===== config.mk =====
export PLATFORM = sky130hd
export DESIGN_NAME = oflow_conflict_resolve
export DESIGN_NICKNAME = d
export VERILOG_FILES = /design/src/rtl/oflow_conflict_resolve.sv
export SDC_FILE = /design/constraint.sdc
export NUM_CORES = 2
export LEC_CHECK = 0
export CELL_PAD_IN_SITES_DETAIL_PLACEMENT = 0
export CELL_PAD_IN_SITES_GLOBAL_PLACEMENT = 1
export CORE_ASPECT_RATIO = 0.75
export CORE_MARGIN = 4
export CORE_UTILIZATION = 39
export CTS_CLUSTER_SIZE = 16
export DETAILED_ROUTE_END_ITERATION = 7
export DONT_BUFFER_PORTS = 1
export PLACE_DENSITY_LB_ADDON = 0.15
export SLEW_MARGIN = 40
export SYNTH_ARGS = -nofsm -noshare
export SYNTH_HDL_FRONTEND = slang
export SYNTH_SLANG_ARGS = --single-unit
export TNS_END_PERCENT = 100

===== constraint.sdc =====
create_clock -name clk -period 13 [get_ports clk]
set_clock_uncertainty 0.1 [all_clocks]
set_input_delay 2.6 -clock clk [delete_from_list [all_inputs] [get_ports clk]]
set_output_delay 2.6 -clock clk [all_outputs]
set_load 0.01 [all_outputs]

===== src/rtl/oflow_conflict_resolve.sv =====
// Conflict resolution for the optical-flow score board: makes each previous-frame ID owned by
// at most one current row, retrying a displaced row once on its second candidate.
module oflow_conflict_resolve #(
    parameter int unsigned ROWS      = 32,
    parameter int unsigned ROW_LEN   = 5,
    parameter int unsigned ID_LEN    = 7,
    parameter int unsigned SCORE_LEN = 16
) (
    input  logic                   clk,
    input  logic                   reset_N,
    input  logic                   start_cr,
    input  logic [ROW_LEN:0]       num_of_rows,
    input  logic [2*SCORE_LEN-1:0] score_to_cr,
    input  logic [2*ID_LEN-1:0]    id_to_cr,
    output logic [ROW_LEN-1:0]     row_sel_from_cr,
    output logic [ROW_LEN-1:0]     row_to_change,
    output logic                   write_to_pointer,
    output logic                   data_from_cr,
    output logic [ROWS-1:0]        new_obj,
    output logic                   busy_cr,
    output logic                   done_cr
);

    localparam int unsigned NumIds = 2**ID_LEN;

    typedef enum logic [2:0] {
        StIdle, StClear, StRead, StEval, StRdDisp, StEvalDisp, StDone
    } state_e;

    state_e               state_q, state_d;
    logic [ROW_LEN:0]     r_q, r_d, num_q, num_d, r_inc;
    logic [ROW_LEN-1:0]   d_q, d_d;
    logic                 dch_q, dch_d;
    logic [ROWS-1:0]      new_obj_q, new_obj_d;
    logic                 advance;

    // Ownership table: only the valid bits need reset; payload is qualified by them.
    logic [NumIds-1:0]    tbl_valid_q;
    logic [ROW_LEN-1:0]   tbl_owner_q  [NumIds];
    logic [SCORE_LEN-1:0] tbl_score_q  [NumIds];
    logic                 tbl_choice_q [NumIds];

    logic                 clear_tbl, tbl_we, tbl_wchoice;
    logic [ID_LEN-1:0]    tbl_widx;
    logic [ROW_LEN-1:0]   tbl_wowner;
    logic [SCORE_LEN-1:0] tbl_wscore;

    logic [SCORE_LEN-1:0] score0, score1, lk_score;
    logic [ID_LEN-1:0]    id0, id1, lk_id;
    logic [ROW_LEN-1:0]   lk_owner;
    logic                 lk_valid, lk_choice;

    assign score0 = score_to_cr[2*SCORE_LEN-1:SCORE_LEN];
    assign score1 = score_to_cr[SCORE_LEN-1:0];
    assign id0    = id_to_cr[2*ID_LEN-1:ID_LEN];
    assign id1    = id_to_cr[ID_LEN-1:0];

    assign lk_id     = (state_q == StEvalDisp) ? id1 : id0;
    assign lk_valid  = tbl_valid_q[lk_id];
    assign lk_owner  = tbl_owner_q[lk_id];
    assign lk_score  = tbl_score_q[lk_id];
    assign lk_choice = tbl_choice_q[lk_id];

    assign r_inc = r_q + (ROW_LEN+1)'(1);

    always_comb begin
        state_d          = state_q;
        r_d              = r_q;
        num_d            = num_q;
        d_d              = d_q;
        dch_d            = dch_q;
        new_obj_d        = new_obj_q;
        clear_tbl        = 1'b0;
        tbl_we           = 1'b0;
        tbl_widx         = lk_id;
        tbl_wowner       = r_q[ROW_LEN-1:0];
        tbl_wscore       = score0;
        tbl_wchoice      = 1'b0;
        write_to_pointer = 1'b0;
        advance          = 1'b0;
        unique case (state_q)
            StIdle: begin
                if (start_cr) begin
                    num_d     = num_of_rows;
                    r_d       = '0;
                    new_obj_d = '0;
                    state_d   = StClear;
                end
            end
            StClear: begin
                clear_tbl = 1'b1;
                state_d   = (num_q == '0) ? StDone : StRead;
            end
            StRead: state_d = StEval;
            StEval: begin
                if (!lk_valid) begin
                    tbl_we  = 1'b1;
                    advance = 1'b1;
                end else if (score0 < lk_score) begin
                    tbl_we  = 1'b1;
                    d_d     = lk_owner;
                    dch_d   = lk_choice;
                    state_d = StRdDisp;
                end else begin
                    // Ties keep the incumbent; the current row becomes the displaced one.
                    d_d     = r_q[ROW_LEN-1:0];
                    dch_d   = 1'b0;
                    state_d = StRdDisp;
                end
            end
            StRdDisp: begin
                if (dch_q) begin
                    new_obj_d[d_q] = 1'b1;
                    advance        = 1'b1;
                end else begin
                    state_d = StEvalDisp;
                end
            end
            StEvalDisp: begin
                if (!lk_valid) begin
                    tbl_we           = 1'b1;
                    tbl_wowner       = d_q;
                    tbl_wscore       = score1;
                    tbl_wchoice      = 1'b1;
                    write_to_pointer = 1'b1;
                end else begin
                    new_obj_d[d_q] = 1'b1;
                end
                advance = 1'b1;
            end
            StDone: state_d = StIdle;
            default: state_d = StIdle;
        endcase
        if (advance) begin
            r_d     = r_inc;
            state_d = (r_inc == num_q) ? StDone : StRead;
        end
    end

    always_ff @(posedge clk or negedge reset_N) begin
        if (!reset_N) begin
            state_q     <= StIdle;
            r_q         <= '0;
            num_q       <= '0;
            d_q         <= '0;
            dch_q       <= 1'b0;
            new_obj_q   <= '0;
            tbl_valid_q <= '0;
        end else begin
            state_q   <= state_d;
            r_q       <= r_d;
            num_q     <= num_d;
            d_q       <= d_d;
            dch_q     <= dch_d;
            new_obj_q <= new_obj_d;
            if (clear_tbl) begin
                tbl_valid_q <= '0;
            end else if (tbl_we) begin
                tbl_valid_q[tbl_widx] <= 1'b1;
            end
        end
    end

    always_ff @(posedge clk) begin
        if (tbl_we) begin
            tbl_owner_q[tbl_widx]  <= tbl_wowner;
            tbl_score_q[tbl_widx]  <= tbl_wscore;
            tbl_choice_q[tbl_widx] <= tbl_wchoice;
        end
    end

    always_comb begin
        row_sel_from_cr = '0;
        unique case (state_q)
            StRead, StEval:        row_sel_from_cr = r_q[ROW_LEN-1:0];
            StRdDisp, StEvalDisp:  row_sel_from_cr = d_q;
            default:               row_sel_from_cr = '0;
        endcase
    end

    assign row_to_change = write_to_pointer ? d_q : '0;
    assign data_from_cr  = write_to_pointer;
    assign new_obj       = new_obj_q;
    assign busy_cr       = (state_q != StIdle) && (state_q != StDone);
    assign done_cr       = (state_q == StDone);

endmodule


==> impl_results.md <==
- Fillers: 25.30k
- Top_reg_cell synth: edfxtp_1
- HP Start: tbl_valid_q[29]
- Switching pwr: between 6 and 7 mW
- CP cell instances: and4b_1 -> a21o_4 -> buf_4 -> nand2_1 -> and3_1 -> o41ai_2 -> o21ai_0 -> a2111oi_0 -> buf_4 -> nand3_1 -> ha_1 -> a21o_1 -> a21oi_1 -> nor2_1 -> nor3_1 -> o211a_1 -> o2111ai_1 -> o31ai_4 -> buf_4 -> a21boi_4 -> buf_4 -> buf_4 -> nor3_2 -> buf_4
- RSZ-0062 raised after global routing: false
- Pwr Total: 23.37 mW
- Worst R2R End: tbl_score_q[126][10]
- Yosys warns: 0
- Die Ht: ~470 µm
- Largest net degree at the start of global routing: 182
- CP dominant cell by count: buf_4
- Worst Setup SP: id_to_cr[1]
- Initial Util: 0.3916
- Sink Count: 2997
- Initial antenna violation count: 48
- Final #Nets: 7097
- Rows: 171
- H-Tree Level Count: 5
- Total I/O pin count: about 100
- Leak: 41.45 nW
- Comb power frac: 0.157
- Vias per Instance: 6.514
- TritonCTS Buffers: roughly 310
- Sw Share: 0.2906
- CTS root buffer: clkbuf_16
- Post-Syn Instances: 6805
- P_int: 16.58 mW
- CP Buf/Inv Count: 6
- Clock-pin slew on the worst setup and hold paths: 60 ps
- WL/cell: 41.41 µm
- Critical Path Fanout Max: 32
- Setup Viol. Count Final: 0
- Peak supply drop: 0.1622 mV
- Hpwl dp: 286100 µm
- Setup total negative slack: 0 ps
- Critical R2R Launch: state_q[2]
- Core outline area: 289300 µm²
- Die area: 299200 µm²
- Status: complete, no violations
- Tcrit/Tclk final: 0.7933
- Levels on crit path: 24
- Vias in the first global route: between 60k and 70k
- Global route overflow: 0
- Slew Viols, Final: 0
- Mapped cell area: 113300 µm²
- Cts repair resizes: 0
- Maxcap violations: 0
- Crit path largest cell delay: 700 ps
- Maximum clock path buffer count: 4
- Type of the worst min-delay path: flip-flop to flip-flop
- EDFF count, synth: 2816
- R2r setup slk: 2920 ps
- Post-synthesis average cell area: ~17 µm²
- GRT Overall Usage: 0.3009
- Detailed Routing Iterations Pass 1: 8
- Setup bufs post-CTS: 0
- Port Buffer Count: 0
- Routability cong.: about 0.95
- Design area: around 130000 µm²
- Fmax: 96.97 MHz
- CTS tree: built
- Fin util: 0.4528
- Clock Latency Late Sink: about 900 ps
- First-pass GRT wire length: 616900 µm
- Placed Area: 121400 µm²
- Synthesis-stage register bit count: 2997
- Power per Cell Area: between 150 and 200 nW/µm²
- Critical-path top delay cell: o41ai_2
- Startpoint Class: input port
- Worst-case reg-to-reg path depth: 24
- Max_slew headroom: 0.2809
- Slew @ Worst Pin: around 1100 ps
- Critical path arrival: 10750 ps
- Drt total wl: 463000 µm
- Worst setup endpoint: tbl_score_q[126][10]
- Share of cells above drive strength 1: 0.1649
- Clk pwr share: 0.365
- Layout area overhead: 15.64%
- Syn_nets: 6876
- Critical path endpoint category: flip-flop
- Synth unique cells: 89
- Hold Violations, Final: 0
- Seq pwr share: 0.477
- CP Data Required Time: 13440 ps
- Final hold slack: 378.1 ps
- Final Critical Period: between 10000 and 15000 ps
- Async SR Flop Fraction: 0.06039
- Delay-heaviest family, CP: compound AO/OA/AOI/OAI gates
- Kind of critical path: input port to flip-flop
- DR DRC count: 0
- Vias: approximately 73k
- Final ANT Viol Nets: 0
- CTS Hold Bufs: 0
- Post-synthesis sequential area ratio: 0.7865
- Die width: 630.3 µm
- First DRT Iteration DRCs: 12.54k
logic make-up after synthesis:
group | after synthesis | synth area share
AO/OA/AOI/OAI | 1871 | 0.1209
XOR/XNOR | 11 | 0.0008506
adder cells (fa/ha/maj) | 16 | 0.001767
buffers and inverters | 537 | 0.02035
flip-flops | 2997 | 0.7865
multiplexers | 196 | 0.01977
AND/OR/NAND/NOR | 1177 | 0.04987
power groups by stage:
stage | Clock [mW] | Sequential [mW] | Combinational (mW)
after floorplan | 0 | 11.3 | 1.69
after global placement | 0 | 11.4 | 3.50
after detailed placement | 0 | 11.4 | 3.58
after CTS | 8.63 | 11.2 | 3.58
after global routing | 9.05 | 11.2 | 3.75
final | 8.53 | 11.2 | 3.68
cell usage in the layout (no fill, tap or decap), types with 17 or more instances in the layout:
cell type and n:
o2111ai_1 17, a21oi_1 61, inv_1 41, clkbuf_1 70, nor3_2 125, nor4_1 61, mux2i_1 106, nand4_1 19
o22a_1 172, a31oi_1 43, edfxtp_1 2816, nand2_1 401, nor3_1 145, a22oi_1 86, clkinv_1 60, o221ai_1 171
nor2_2 20, a222oi_1 65, a221oi_1 53, mux2_2 35, a2111oi_0 31, clkbuf_16 314, buf_12 35, o21ai_0 100
a22o_1 65, dfrtp_1 180, and3_1 41, nand2b_1 17, nor2_1 115, o31ai_1 114, buf_4 360, nand3_1 89
o22ai_1 704, clkinv_2 50, diode_2 31
stage by stage:
step | cells | setup WS, ps
after global routing | 11160 | 2624
after detailed placement | 10610 | 1993
final | 11180 | 2688
after CTS | 11150 | 2913
after floorplan | 6805 | 3280
after global placement | 10590 | -72.04
state kept, by name, summed over array words and instances, names as in the netlist:
register / cells
tbl_score_q: 2048
tbl_owner_q: 640
tbl_choice_q: 128
tbl_valid_q: 128
new_obj: 32
num_q: 6
r_q: 6
d_q: 5
state_q: 3
dch_q: 1
cell type report:
type                            count  area (µm²)  share of cell area
Multi-Input combinational cell   3271       23780              0.1816
Clock buffer                      390        8203             0.06262
Inverter                           41       153.9            0.001175
Sequential cell                  2997       89090              0.6802
Tap cell                         3892        4870             0.03718
Clock inverter                    151        1206            0.009208
Antenna cell                       31       77.57           0.0005922
Timing Repair Buffer              409        3600             0.02748
worst register-to-register path: cells and delay by family, from the launching register on:
family	cells	cell delay [ps]
AOI/OAI and AO/OA	9	1910
and+or+nand+nor	6	3140
adders and majority gates	1	210
muxes	1	660
buffers and inverters	7	2910
DFF	1	790
synthesized netlist by cell type (17+ instances only):
library cell     n  area share
o31ai_1        115      0.0076
nor2_1         138      0.0046
nor4_1          80      0.0044
o2111ai_1       20      0.0015
nor3_1         280       0.012
buf_1           84      0.0028
o22ai_1        709       0.039
nand3_1         90      0.0040
edfxtp_1      2816        0.75
mux2i_1        118       0.010
and3_1          42      0.0023
o22a_1         173       0.013
mux2_2          61      0.0061
nand2_1        418       0.014
a221oi_1        53      0.0041
a2111oi_0       53      0.0041
a21oi_1         64      0.0028
a22o_1          65      0.0050
buf_2           53      0.0023
clkbuf_1       314       0.010
a222oi_1        65      0.0057
inv_1           41      0.0014
nand2b_1        17     0.00094
dfrtp_1        181       0.040
o221ai_1       172       0.013
nand4_1         19      0.0010
a31oi_1         53      0.0029
buf_4           29      0.0019
a22oi_1         86      0.0057
o21ai_0        104      0.0046
metal layers:
layer,global-route usage,routed length (µm),vias up
li1,-,-,28720
met1,0.4335,191500,38570
met2,0.4361,198100,4802
met3,0.08373,54650,742
met4,0.1078,18670,14
met5,0,107,-
worst min path at each step:
stage / endpoint / slack (ps) / cells after the start
6_report: tbl_valid_q[29] / 380 / 2
5_1_grt: tbl_valid_q[111] / 400 / 2
4_1_cts: tbl_valid_q[65] / 380 / 2
3_5_place_dp: tbl_valid_q[115] / 370 / 2
3_3_place_gp: tbl_valid_q[92] / 350 / 2
2_1_floorplan: tbl_valid_q[84] / 340 / 2
Power figures use the tool's default switching activity.
